`src/rtl/ysyx_22050243_wb_arb_if.sv`:
```
// Writeback request bundle shared by the EX (A) and LSU load-return (B) sources.
// The master side is the pair of requesters; the slave side is the arbiter.
interface ysyx_22050243_wb_arb_if;
    logic        a_valid;
    logic        a_ready;
    logic [4:0]  a_addr;
    logic [63:0] a_data;
    logic        b_valid;
    logic        b_ready;
    logic [4:0]  b_addr;
    logic [63:0] b_data;

    modport master (
        output a_valid, a_addr, a_data,
        output b_valid, b_addr, b_data,
        input  a_ready, b_ready
    );

    modport slave (
        input  a_valid, a_addr, a_data,
        input  b_valid, b_addr, b_data,
        output a_ready, b_ready
    );
endinterface

```
`src/rtl/ysyx_22050243_wb_arb.sv`:
```
// GPR write-port arbiter between EX results and LSU load returns.
// It also tracks a per-register bitmap of outstanding loads for ID.
module ysyx_22050243_wb_arb (
    input  logic                         clk,
    input  logic                         rst,
    ysyx_22050243_wb_arb_if.slave        bus,
    input  logic                         ld_issue,
    input  logic [4:0]                   ld_rd,
    output logic                         w_e,
    output logic [4:0]                   waddr,
    output logic [63:0]                  wdata,
    output logic [31:0]                  pend,
    output logic                         last_grant
);

    typedef enum logic {
        PRIO_A = 1'b0,
        PRIO_B = 1'b1
    } prio_t;

    prio_t       prio;
    prio_t       prio_next;
    logic        a_grant;
    logic        b_grant;
    logic [31:0] set_mask;
    logic [31:0] clr_mask;

    always_ff @(posedge clk or negedge rst) begin
        if (!rst) begin
            prio <= PRIO_A;
        end else begin
            prio <= prio_next;
        end
    end

    // Readies are held low while reset is asserted, even with valid requests.
    always_comb begin
        a_grant   = 1'b0;
        b_grant   = 1'b0;
        prio_next = prio;
        if (rst) begin
            a_grant = bus.a_valid & (~bus.b_valid | (prio == PRIO_A));
            b_grant = bus.b_valid & (~bus.a_valid | (prio == PRIO_B));
        end
        if (a_grant) begin
            prio_next = PRIO_B;
        end else if (b_grant) begin
            prio_next = PRIO_A;
        end
    end

    assign bus.a_ready = a_grant;
    assign bus.b_ready = b_grant;
    assign last_grant  = (prio == PRIO_B);

    // x0 writes still occupy the slot but never raise the write enable.
    always_ff @(posedge clk or negedge rst) begin
        if (!rst) begin
            w_e   <= 1'b0;
            waddr <= 5'd0;
            wdata <= 64'd0;
        end else if (a_grant) begin
            w_e   <= (bus.a_addr != 5'd0);
            waddr <= bus.a_addr;
            wdata <= bus.a_data;
        end else if (b_grant) begin
            w_e   <= (bus.b_addr != 5'd0);
            waddr <= bus.b_addr;
            wdata <= bus.b_data;
        end else begin
            w_e   <= 1'b0;
        end
    end

    always_comb begin
        set_mask = 32'd0;
        clr_mask = 32'd0;
        if (ld_issue && (ld_rd != 5'd0)) begin
            set_mask = 32'd1 << ld_rd;
        end
        if (b_grant) begin
            clr_mask = 32'd1 << bus.b_addr;
        end
    end

    // A load issued in the same cycle its register returns keeps the bit set.
    always_ff @(posedge clk or negedge rst) begin
        if (!rst) begin
            pend <= 32'd0;
        end else begin
            pend <= ((pend & ~clr_mask) | set_mask) & 32'hFFFF_FFFE;
        end
    end

endmodule

```
`src/flat_wrapper.sv`:
```
// flat-port wrapper written by rule: the top's interface ports become plain ports
module ysyx_22050243_wb_arb_flat 
  (clk, rst, ld_issue, ld_rd, w_e, waddr, wdata, pend, last_grant, bus_a_valid, bus_a_addr, bus_a_data, bus_b_valid, bus_b_addr, bus_b_data, bus_a_ready, bus_b_ready);
  ysyx_22050243_wb_arb_if bus_i ();
  input  logic clk;
  input  logic rst;
  input  logic ld_issue;
  input  logic [4:0] ld_rd;
  output logic w_e;
  output logic [4:0] waddr;
  output logic [63:0] wdata;
  output logic [31:0] pend;
  output logic last_grant;
  input wire logic [$bits(bus_i.a_valid)-1:0] bus_a_valid;
  input wire logic [$bits(bus_i.a_addr)-1:0] bus_a_addr;
  input wire logic [$bits(bus_i.a_data)-1:0] bus_a_data;
  input wire logic [$bits(bus_i.b_valid)-1:0] bus_b_valid;
  input wire logic [$bits(bus_i.b_addr)-1:0] bus_b_addr;
  input wire logic [$bits(bus_i.b_data)-1:0] bus_b_data;
  output wire logic [$bits(bus_i.a_ready)-1:0] bus_a_ready;
  output wire logic [$bits(bus_i.b_ready)-1:0] bus_b_ready;
  assign bus_i.a_valid = bus_a_valid;
  assign bus_i.a_addr = bus_a_addr;
  assign bus_i.a_data = bus_a_data;
  assign bus_i.b_valid = bus_b_valid;
  assign bus_i.b_addr = bus_b_addr;
  assign bus_i.b_data = bus_b_data;
  assign bus_a_ready = bus_i.a_ready;
  assign bus_b_ready = bus_i.b_ready;
  ysyx_22050243_wb_arb u_core (.clk(clk), .rst(rst), .bus(bus_i), .ld_issue(ld_issue), .ld_rd(ld_rd), .w_e(w_e), .waddr(waddr), .wdata(wdata), .pend(pend), .last_grant(last_grant));
endmodule
```
`config.mk`:
```
export PLATFORM = sky130hd
export DESIGN_NAME = ysyx_22050243_wb_arb_flat
export DESIGN_NICKNAME = d
export VERILOG_FILES = /design/src/rtl/ysyx_22050243_wb_arb_if.sv /design/src/rtl/ysyx_22050243_wb_arb.sv /design/src/flat_wrapper.sv
export SDC_FILE = /design/constraint.sdc
export NUM_CORES = 1
export LEC_CHECK = 0
export ABC_AREA = 1
export CAP_MARGIN = 20
export CORE_MARGIN = 4
export CORE_UTILIZATION = 35
export DETAILED_ROUTE_END_ITERATION = 6
export PLACE_DENSITY = 0.7
export SLEW_MARGIN = 20
export SYNTH_ARGS = -nofsm -noshare
export SYNTH_HDL_FRONTEND = slang
export SYNTH_SLANG_ARGS = --single-unit
```
`constraint.sdc`:
```
create_clock -name clk -period 2.9 [get_ports clk]
set_clock_uncertainty 0.15 [all_clocks]
set_input_delay 0.58 -clock clk [delete_from_list [all_inputs] [get_ports clk]]
set_output_delay 0.58 -clock clk [all_outputs]
set_load 0.05 [all_outputs]
```
==> results of run 1 <==
## flip-flops by register name, indices dropped and copies added (netlist names)
register and cells:
u_core.last_grant 1, u_core.pend 31, u_core.w_e 1, u_core.waddr 5
u_core.wdata 64
## worst max-delay path, stage by stage
cell and delay, ps:
clkdlybuf4s50_1 550, nand2_1 120, inv_2 80, nand2_1 100
inv_1 140, buf_12 150
## synthesized netlist by cell type (all sizes together)
cell	n	area share, %
buf	25	2.5
a21oi	1	0.16
conb	1	0.069
nor2	22	1.6
clkinv	1	0.069
o21ai	20	1.9
nand2	360	25
inv	151	10
nor3	1	0.092
nand4	5	0.58
clkbuf	11	0.76
dfrtp	102	47
nand3	102	9.5
## placed cells by master (no fill, tap or decap)
| master | n |
|---|---|
| o21ai_0 | 19 |
| clkdlybuf4s50_1 | 248 |
| clkinvlp_4 | 2 |
| inv_1 | 149 |
| o21ai_1 | 1 |
| clkbuf_16 | 9 |
| bufinv_16 | 1 |
| clkbuf_8 | 3 |
| nand3_2 | 1 |
| conb_1 | 1 |
| nor2_1 | 20 |
| nand3_1 | 101 |
| buf_12 | 3 |
| buf_4 | 12 |
| inv_2 | 2 |
| clkinv_4 | 1 |
| nand4_1 | 5 |
| nand2_2 | 1 |
| nor2_2 | 2 |
| nor3_1 | 1 |
| a21oi_4 | 1 |
| dfrtp_1 | 102 |
| clkinv_1 | 1 |
| nand2_1 | 359 |
## power groups by stage
stage | logic, mW | registers (mW) | clock network (mW)
2_1_floorplan | 0.414 | 2.73 | 0
3_3_place_gp | 2.22 | 1.84 | 0
3_5_place_dp | 2.23 | 1.84 | 0
4_1_cts | 2.24 | 1.83 | 1.33
5_1_grt | 2.35 | 1.86 | 1.39
6_report | 2.22 | 1.83 | 1.29
## cell type report
cell class | count | share of cell area, %
Clock buffer | 12 | 3.16
Clock inverter | 4 | 0.639
Inverter | 152 | 6.77
Multi-Input combinational cell | 512 | 25.1
Sequential cell | 102 | 30.3
Tap cell | 188 | 2.79
Timing Repair Buffer | 263 | 31.2
## layer usage
metal	up-vias	wire length, um
met1	2552	8010
li1	2840	-
met3	23	1520
met5	-	0
met4	0	272
met2	218	8580
## final timing paths
check                                  start               end  cells after the start
max                              bus_b_valid       bus_b_ready                      6
min                                      rst   u_core.pend[20]                      2
max reg2reg                u_core.last_grant  u_core.wdata[39]                      5
min reg2reg                  u_core.waddr[1]   u_core.waddr[1]                      2
max in group asynchronous                rst   u_core.waddr[0]                      3
min in group clk             u_core.waddr[1]   u_core.waddr[1]                      2
## cells by family (layout without fill, tap and decap cells)
logic type / count (synthesis) / in the layout / share of synthesized area (%)
AOI/OAI and AO/OA: 21 / 21 / 2.01
and+or+nand+nor: 490 / 490 / 36.9
buffers and inverters: 188 / 431 / 13.9
other: 1 / 1 / 0.0693
DFF: 102 / 102 / 47.2
## per-stage QoR
step           power, mW  instance area, sq um
6_report            5.34                  8420
5_1_grt             5.59                  8420
4_1_cts             5.40                  8420
3_5_place_dp        4.08                  8100
3_3_place_gp        4.06                  8100
2_1_floorplan       3.14                  5410
==> impl_summary.txt, run 1 <==
----------------------------------------------------
[Critical path]
  Category of the most critical setup path ... in2out
  Endpoint class of the critical path ... output pin
  Required time at the endpoint of the critical path ... 2170 ps
  Worst reg2reg setup slack ... 1270 ps
  Highest net fanout along the worst path ... 4
  Arrival time at the worst endpoint ... between 1500 and 2000 ps
  Startpoint Class ... primary input

[Placement]
  Placer congestion estimate ... 0.907
  Placed Cells incl. Taps ... 1,217
  DP Worst Slack ... 463 ps
  Hpwl dp ... 13,300 um
  Number of port buffers ... 251

[Drt]
  Number of DRC markers after the initial detailed-route iteration ... 282
  Detailed-route via count ... 5,633
  Via density per instance ... 4.57
  Total length of routed wires ... 18,400 um
  Detailed-router iteration count before antenna repair ... 5
  Drt drc ... 0
  Routed WL per cell ... around 15 um
  ANT nets after route ... 0

[Clock network]
  Clock sink total ... slightly above 100
  Root Buffer ... clkbuf_16
  H-tree Lvls ... 3
  Source-to-sink clock delay at the later pin of the worst-skew pair ... 350 ps
  Buffers inserted by post-CTS timing repair ... 0
  Number of resized instances in the post-cts repair step ... 0
  Hold Buf Count CTS ... 0
  Clock transition at the register clock pins on the worst setup and hold paths after CTS ... 70 ps
  Clock buffers created by TritonCTS ... 9
  Clock tree from TritonCTS ... yes
  Maximum buffer depth of the clock tree ... 2

[Timing]
  Unrepaired setup endpoints after global routing ... false
  Share of the cycle needed by the critical path after routing ... 84.5%
  Setup violations, final ... 0
  Setup slack of the critical path after layout ... 448 ps
  Highest attainable clock frequency ... 408 MHz
  Worst Hold Margin ... 252 ps
  Final hold viol count ... 0
  Remaining max-slew budget at the tightest pin ... between 50% and 60%
  Pin slew with the least headroom to its limit ... between 700 and 800 ps
  Final slew viol count ... 0
  Final min period ... 2450 ps
  Final TNS setup ... 0 ps

[Synthesis]
  Yosys warns ... 0
  Synthesized flop and latch total ... 102
  Number of library cell types mapped by synthesis ... 19
  Average cell area after synthesis ... 6.74 sq um
  Area of the mapped netlist ... 5410 sq um
  Fraction of the yosys area taken by sequential cells ... 47.2%
  Synthesized Nets ... 950
  Post-Syn Instances ... 802

[Finish]
  Area of the multi-input gates ... between 2000 and 2500 sq um
  Number of filler instances in the final layout ... 1,475
  Area delta synth->final ... 55.8%
  Sequential cell area ... 2550 sq um
  NumNets Final ... 1,188
  Post-layout util ... 55.6%
  Share of layout cells above drive strength 1 ... 3.64%
  Number of diodes ... 0
  Non-filler cells in the finished layout ... 1,233

[Power]
  Internal power component ... about 3.2 mW
  Part of the total power dissipated in sequential elements ... about a third
  Static Leak ... 4.43 nW
  Power density over the cells ... between 600 and 700 nW/um^2
  Switching portion of total power ... 40.4%
  Share of total power in the clock network ... 24.2%
  Net load switching power ... 2.16 mW
  Worst vdd rail ir drop ... 421 uV
  Logic gate share of total power ... 41.6%

[Global routing]
  Wire length of the first global-routing pass ... 29,300 um
  Routing usage on met2 ... approximately a third
  Met3 global-route usage ... under 10%
  Global-route usage over all layers ... 20.8%
  Grt total ovfl ... 0
  Number of global-route vias before repair ... 5,454
  Busiest metal layer after global routing ... met2
  Global-route track usage on met1 ... 27.1%
  Pin count of the biggest net entering global routing ... 55
  Antenna violations before repair ... 0

[Floorplanning]
  Top-Level Pins ... roughly 250
  Number of standard-cell rows in the floorplan ... 45
  Core area ... 15,100 sq um
  Die footprint ... 17,500 sq um
  Starting density of the core ... 35.7%
  Die Width ... 132 um
  Overall die height ... 132 um

[Run]
  Max-cap violations ... 0

[Min path]
  Hold crit path type ... in2async

[Status]
  Result of the run ... completed

----------------------------------------------------
No activity file was read; power rests on OpenSTA's default activity.
==> run 2, diff against run 1 <==
==> constraint.sdc (replaced) <==
create_clock -name clk -period 2.45 [get_ports clk]
set_clock_uncertainty 0.15 [all_clocks]
set_input_delay 0.49 -clock clk [delete_from_list [all_inputs] [get_ports clk]]
set_output_delay 0.49 -clock clk [all_outputs]
set_load 0.05 [all_outputs]
==> impl_summary.txt, run 2 (synthesis results as in run 1) <==
----------------------------------------------------
[Status]
  Result of the run ... completed

[Clock network]
  Number of resized instances in the post-cts repair step ... 0 (unchanged)
  H-tree Lvls ... 3 (unchanged)
  Source-to-sink clock delay at the later pin of the worst-skew pair ... 340 ps (about the same)
  Clock transition at the register clock pins on the worst setup and hold paths after CTS ... 70 ps (about the same)
  Maximum buffer depth of the clock tree ... 2 (unchanged)
  Clock tree from TritonCTS ... yes
  Root Buffer ... clkbuf_16
  Clock sink total ... 102 (unchanged)
  Clock buffers created by TritonCTS ... 9 (unchanged)

[Placement]
  Number of port buffers ... 251 (unchanged)
  Hpwl dp ... 13,500 um (+1.2%)
  Placed Cells incl. Taps ... 1,221 (+0.33%)
  Placer congestion estimate ... 0.896 (-1.2%)

[Timing]
  Remaining max-slew budget at the tightest pin ... 61.8% (+9.2 points)
  Final min period ... 2290 ps
  Setup violations, final ... 0 (unchanged)
  Pin slew with the least headroom to its limit ... 571 ps (-140 ps)
  Final hold viol count ... 0 (unchanged)
  Final TNS setup ... 0 ps (unchanged)
  Final slew viol count ... 0 (unchanged)
  Highest attainable clock frequency ... between 400 and 500 MHz
  Unrepaired setup endpoints after global routing ... false
  Share of the cycle needed by the critical path after routing ... 93.4%

[Global routing]
  Grt total ovfl ... 0 (unchanged)
  Wire length of the first global-routing pass ... 29,000 um (-0.89%)
  Pin count of the biggest net entering global routing ... 59 (+7.3%)
  Global-route usage over all layers ... 20.6% (-0.20 points)
  Antenna violations before repair ... 0 (unchanged)
  Number of global-route vias before repair ... 5,443 (-0.20%)

[Power]
  Static Leak ... 4.47 nW (+0.89%)
  Net load switching power ... 2.51 mW (+16%)
  Switching portion of total power ... 39.7% (-0.66 points)
  Power density over the cells ... 743 nW/um^2 (+17%)
  Internal power component ... 3.81 mW (+20%)
  Part of the total power dissipated in sequential elements ... 34.2% (about the same)
  Share of total power in the clock network ... 24.1% (about the same)
  Logic gate share of total power ... 41.8% (+0.2 points)
  Worst vdd rail ir drop ... 517 uV (+23%)

[Critical path]
  Category of the most critical setup path ... reg2out
  Highest net fanout along the worst path ... 4 (unchanged)
  Critical Path Slowest Stage Cell ... clkdlybuf4s50_1
  Buf/Inv on CP ... 1 (-3)
  Worst reg2reg setup slack ... 840 ps (-430 ps)
  Top delay family on crit path ... buffers and inverters
  CP cell instances ... clkdlybuf4s50_1
  Required time at the endpoint of the critical path ... 1810 ps (-360 ps)
  Max incr delay on CP ... 870 ps (+320 ps)
  Arrival time at the worst endpoint ... 1650 ps (-70 ps)
  Startpoint Class ... flip-flop
  Endpoint class of the critical path ... output pin

[Drt]
  Via density per instance ... 4.59 (+0.53%)
  Detailed-route via count ... 5,686 (+0.94%)
  Routed WL per cell ... 14.7 um (-1.7%)
  Number of DRC markers after the initial detailed-route iteration ... 294 (+4.3%)
  Drt drc ... 0 (unchanged)
  ANT nets after route ... 0 (unchanged)
  Total length of routed wires ... 18,200 um (-1.3%)
  Detailed-router iteration count before antenna repair ... 5 (unchanged)

[Finish]
  Top Registers ... u_core.wdata (64), u_core.pend (31), u_core.waddr (5)
  Most common library cell in the layout ignoring fill and taps ... nand2_1
  Register name with the most flops ... u_core.wdata
  Non-filler cells in the finished layout ... 1,238 (+0.41%)
  Area delta synth->final ... 57.2%
  Number of diodes ... 0 (unchanged)
  Share of layout cells above drive strength 1 ... 3.90% (+0.27 points)
  Leading cell types in the layout, fill and taps excluded ... nand2_1, clkdlybuf4s50_1, inv_1
  NumNets Final ... 1,193 (+0.42%)
  Flip-flop count of the largest register after layout ... 64 (unchanged)

[Min path]
  Hold crit path type ... in2async

[Run]
  Max-cap violations ... 0 (unchanged)

[Floorplanning]
  Core area ... 15,100 sq um (unchanged)
  Overall die height ... 132 um (unchanged)
  Top-Level Pins ... 253 (unchanged)
  Die footprint ... 17,500 sq um (unchanged)
  Number of standard-cell rows in the floorplan ... 45 (unchanged)
  Starting density of the core ... 35.7% (unchanged)
  Die Width ... 132 um (unchanged)

----------------------------------------------------
-- run 2: cell types whose count changed in the layout (fill, tap and decap cells not counted), sizes merged --
cell	before	now
dlygate4sd3	0	1
clkinv	2	1
buf	15	19
clkinvlp	2	1
clkbuf	12	14
-- run 2: cell type report --
| type | count | area (sq um) |
|---|---|---|
| fillers | 1461 | 6640 |
| inverters | 152 | 571 |
| clock inverters | 2 | 37.5 |
| multi-input cells | 512 | 2110 |
| clock buffers | 14 | 284 |
| repair buffers | 268 | 2710 |
| well taps | 188 | 235 |
| flip-flops and latches | 102 | 2550 |
-- run 2: worst reg2reg max path: cells and delay by family (launching register included) --
kind,cells,cell delay (ps)
simple gates,6,680
flops,1,440
buf+inv,2,220
-- run 2: power by group through the flow --
stage	registers (mW)	clock network, mW	logic, mW
6_report	2.16	1.52	2.64
5_1_grt	2.20	1.64	2.80
4_1_cts	2.16	1.56	2.67
3_5_place_dp	2.18	0	2.66
3_3_place_gp	2.18	0	2.64
2_1_floorplan	3.23	0	0.491
-- run 2: repair_timing --
item / in CTS / in global routing
endpoints found under the setup margin: 0 / 0
hold endpoints to repair: 5 / 0
hold buffers: 1 / 0
setup buffers: 0 / 0
-- run 2: final timing paths --
check	from	to	cells after the start
min in group clk	u_core.pend[6]	u_core.pend[6]	2
setup reg to reg	u_core.last_grant	u_core.pend[10]	8
max in group asynchronous	rst	u_core.wdata[61]	3
setup / recovery	u_core.last_grant	last_grant	1
hold reg to reg	u_core.pend[6]	u_core.pend[6]	2
hold / removal	rst	u_core.wdata[10]	2
-- run 2: metal layers --
layer / up-vias / global-route usage [%] / share of wire (%)
li1: 2856 / - / -
met1: 2593 / 26.4 / 43
met2: 217 / 34.9 / 48
met3: 20 / 5.27 / 7.5
met4: 0 / 5.14 / 1.3
met5: - / 0 / 0
-- run 2: stage by stage --
step | cell area (sq um) | worst slack [ps] | hold slack (ps) | util, % | total power, mW
2_1_floorplan | 5410 | 518 | 44.4 | - | 3.72
3_3_place_gp | 8170 | 225 | 178 | 54.0 | 4.83
3_5_place_dp | 8170 | 200 | 178 | 54.0 | 4.84
4_1_cts | 8500 | 137 | 38.6 | 56.1 | 6.39
5_1_grt | 8500 | 123 | 49.9 | 56.1 | 6.63
6_report | 8500 | 163 | 28.6 | 56.1 | 6.32
==> run 3, diff against run 2 <==
--- a/config.mk
+++ b/config.mk
@@ -11,6 +11,7 @@
 export CORE_UTILIZATION = 35
 export DETAILED_ROUTE_END_ITERATION = 6
 export PLACE_DENSITY = 0.7
+export RECOVER_POWER = 100
 export SLEW_MARGIN = 20
 export SYNTH_ARGS = -nofsm -noshare
 export SYNTH_HDL_FRONTEND = slang
==> impl_summary.txt, run 3 (synthesis results as in run 1) <==
----------------------------------------------------
[Finish]
  Register name with the most flops ... u_core.wdata
  Leading cell types in the layout, fill and taps excluded ... nand2_1, inv_1, clkdlybuf4s50_1
  NumNets Final ... 1,193 (unchanged)
  Finished Cell Area ... 8470 sq um (-0.40%)
  Most common library cell in the layout ignoring fill and taps ... nand2_1
  Share of layout cells above drive strength 1 ... 3.14% (-0.76 points)
  Number of diodes ... 0 (unchanged)
  Top Registers ... u_core.wdata (64), u_core.pend (31), u_core.waddr (5)
  Flip-flop count of the largest register after layout ... 64 (unchanged)
  Area delta synth->final ... 56.6%
  Number of filler instances in the final layout ... 1,466 (+0.34%)

[Status]
  Result of the run ... completed

[Global routing]
  Number of global-route vias before repair ... 5,443 (unchanged)
  Grt total ovfl ... 0 (unchanged)
  Wire length of the first global-routing pass ... 29,000 um (unchanged)
  Antenna violations before repair ... 0 (unchanged)
  Global-route usage over all layers ... 20.6% (unchanged)
  Pin count of the biggest net entering global routing ... 59 (unchanged)

[Drt]
  Detailed-route via count ... 5,663 (-0.40%)
  Via density per instance ... 4.57 (-0.40%)
  Drt drc ... 0 (unchanged)
  ANT nets after route ... 0 (unchanged)
  Detailed-router iteration count before antenna repair ... 5 (unchanged)
  Met2 wire len ... 8720 um (-0.64%)
  Routed WL per cell ... 14.6 um (-0.31%)
  Total length of routed wires ... 18,100 um (-0.31%)
  Number of DRC markers after the initial detailed-route iteration ... 302 (+2.7%)
  Detailed-routing wirelength on met1 ... 7840 um (+0.94%)
  Met3 Routed Length ... 1290 um (-5.5%)
  Top sig layer ... met4

[Critical path]
  Startpoint Class ... flip-flop
  WP depth ... 1 (unchanged)
  Highest net fanout along the worst path ... 4 (unchanged)
  Required time at the endpoint of the critical path ... 1810 ps (about the same)
  CP cell instances ... dlygate4sd3_1
  Top delay family on crit path ... buffers and inverters
  Worst reg2reg path depth ... 5 (-3)
  Critical Path Slowest Stage Cell ... dlygate4sd3_1
  Endpoint class of the critical path ... output pin
  Category of the most critical setup path ... reg2out
  Arrival time at the worst endpoint ... 1680 ps (+30 ps)
  Buf/Inv on CP ... 1 (unchanged)
  Max incr delay on CP ... 920 ps (+50 ps)
  Worst reg2reg setup slack ... 610 ps (-230 ps)

[Power]
  Net load switching power ... 2.50 mW (-0.66%)
  Static Leak ... 4.54 nW (+1.4%)
  Logic gate share of total power ... 40.8% (-1.0 points)
  Power density over the cells ... 731 nW/um^2 (-1.7%)
  Internal power component ... 3.69 mW (-3.0%)
  Part of the total power dissipated in sequential elements ... 34.6% (+0.4 points)
  Worst vdd rail ir drop ... 495 uV (-4.1%)
  Post-layout total power ... 6.19 mW (-2.1%)
  Switching portion of total power ... 40.3% (+0.57 points)
  Share of total power in the clock network ... 24.6% (+0.5 points)

[Timing]
  Setup slack of the critical path after layout ... 128 ps (-35.3 ps)
  Share of the cycle needed by the critical path after routing ... 94.8% (+1.4 points)
  Final slew viol count ... 0 (unchanged)
  Final TNS setup ... 0 ps (unchanged)
  Highest attainable clock frequency ... 431 MHz (-1.5%)
  Worst Hold Margin ... 317 ps (+288 ps)
  Final min period ... 2320 ps (+35.3 ps)
  Setup violations, final ... 0 (unchanged)
  Final hold viol count ... 0 (unchanged)
  Remaining max-slew budget at the tightest pin ... 28.0% (-34 points)
  Pin slew with the least headroom to its limit ... 1080 ps (+510 ps)
  Unrepaired setup endpoints after global routing ... false

[Clock network]
  Number of resized instances in the post-cts repair step ... 0 (unchanged)
  Maximum buffer depth of the clock tree ... 2 (unchanged)
  Clock buffers created by TritonCTS ... 9 (unchanged)
  H-tree Lvls ... 3 (unchanged)
  Clock transition at the register clock pins on the worst setup and hold paths after CTS ... 70 ps (about the same)
  Clock sink total ... 102 (unchanged)
  Root Buffer ... clkbuf_16
  Source-to-sink clock delay at the later pin of the worst-skew pair ... 340 ps (about the same)
  Clock tree from TritonCTS ... yes

[Floorplanning]
  Top-Level Pins ... 253 (unchanged)
  Number of standard-cell rows in the floorplan ... 45 (unchanged)
  Core area ... 15,100 sq um (unchanged)
  Overall die height ... 132 um (unchanged)
  Die footprint ... 17,500 sq um (unchanged)
  Die Width ... 132 um (unchanged)
  Starting density of the core ... 35.7% (unchanged)

[Placement]
  DP Worst Slack ... 200 ps (unchanged)
  Number of port buffers ... 251 (unchanged)
  Placer congestion estimate ... 0.896 (unchanged)
  Instance area at placement ... 8170 sq um (unchanged)
  Hpwl dp ... 13,500 um (unchanged)

[Min path]
  Hold crit path type ... reg2reg
  Hold-critical path depth ... 2

[Run]
  Max-cap violations ... 0 (unchanged)

----------------------------------------------------
[run 3: cell types whose count changed in the layout (fill, tap and decap cells not counted), moves of 2 or more]
cell | before | now
clkbuf_1 | 1 | 4
clkbuf_4 | 0 | 2
clkdlybuf4s50_1 | 248 | 145
nor2_1 | 20 | 22
buf_4 | 13 | 7
dlygate4sd3_1 | 1 | 104
nor2_2 | 2 | 0
[run 3: power groups by stage]
stage	sequential [mW]	clock (mW)	combinational [mW]
floorplan	3.23	0	0.491
global placement	2.18	0	2.64
detailed placement	2.18	0	2.66
CTS	2.16	1.56	2.67
global route	2.18	1.64	2.69
finish	2.14	1.52	2.52
[run 3: per-stage QoR]
| stage | util (%) | cells |
|---|---|---|
| finish | 55.9 | 1238 |
| global route | 55.9 | 1238 |
| CTS | 56.1 | 1238 |
| detailed placement | 54.0 | 1221 |
| global placement | 54.0 | 1221 |
| floorplan | - | 802 |
[run 3: area by class of cell]
class	instances	area (sq um)	area share (%)
repair buffers	268	2700	31.8
clock inverters	2	37.5	0.443
inverters	152	571	6.74
clock buffers	14	284	3.35
well taps	188	235	2.78
multi-input cells	512	2090	24.7
flip-flops and latches	102	2550	30.1
[run 3: final timing paths]
path / from / endpoint
hold reg to reg: u_core.pend[22] / u_core.pend[22]
hold / removal: u_core.pend[22] / u_core.pend[22]
min in group asynchronous: rst / u_core.waddr[0]
setup / recovery: u_core.last_grant / last_grant
setup reg to reg: u_core.last_grant / u_core.waddr[3]
max in group asynchronous: rst / u_core.wdata[61]
[run 3: what timing repair did]
action	4_1_cts	5_1_grt
setup buffers	0	0
hold buffers	1	0
endpoints found under the hold margin	5	0
[run 3: metal layers]
metal  global-route usage (%)  vias up
li1                         -     2860
met1                     26.4     2575
met2                     34.9      208
met3                     5.27       20
met4                     5.14        0
met5                        0        -
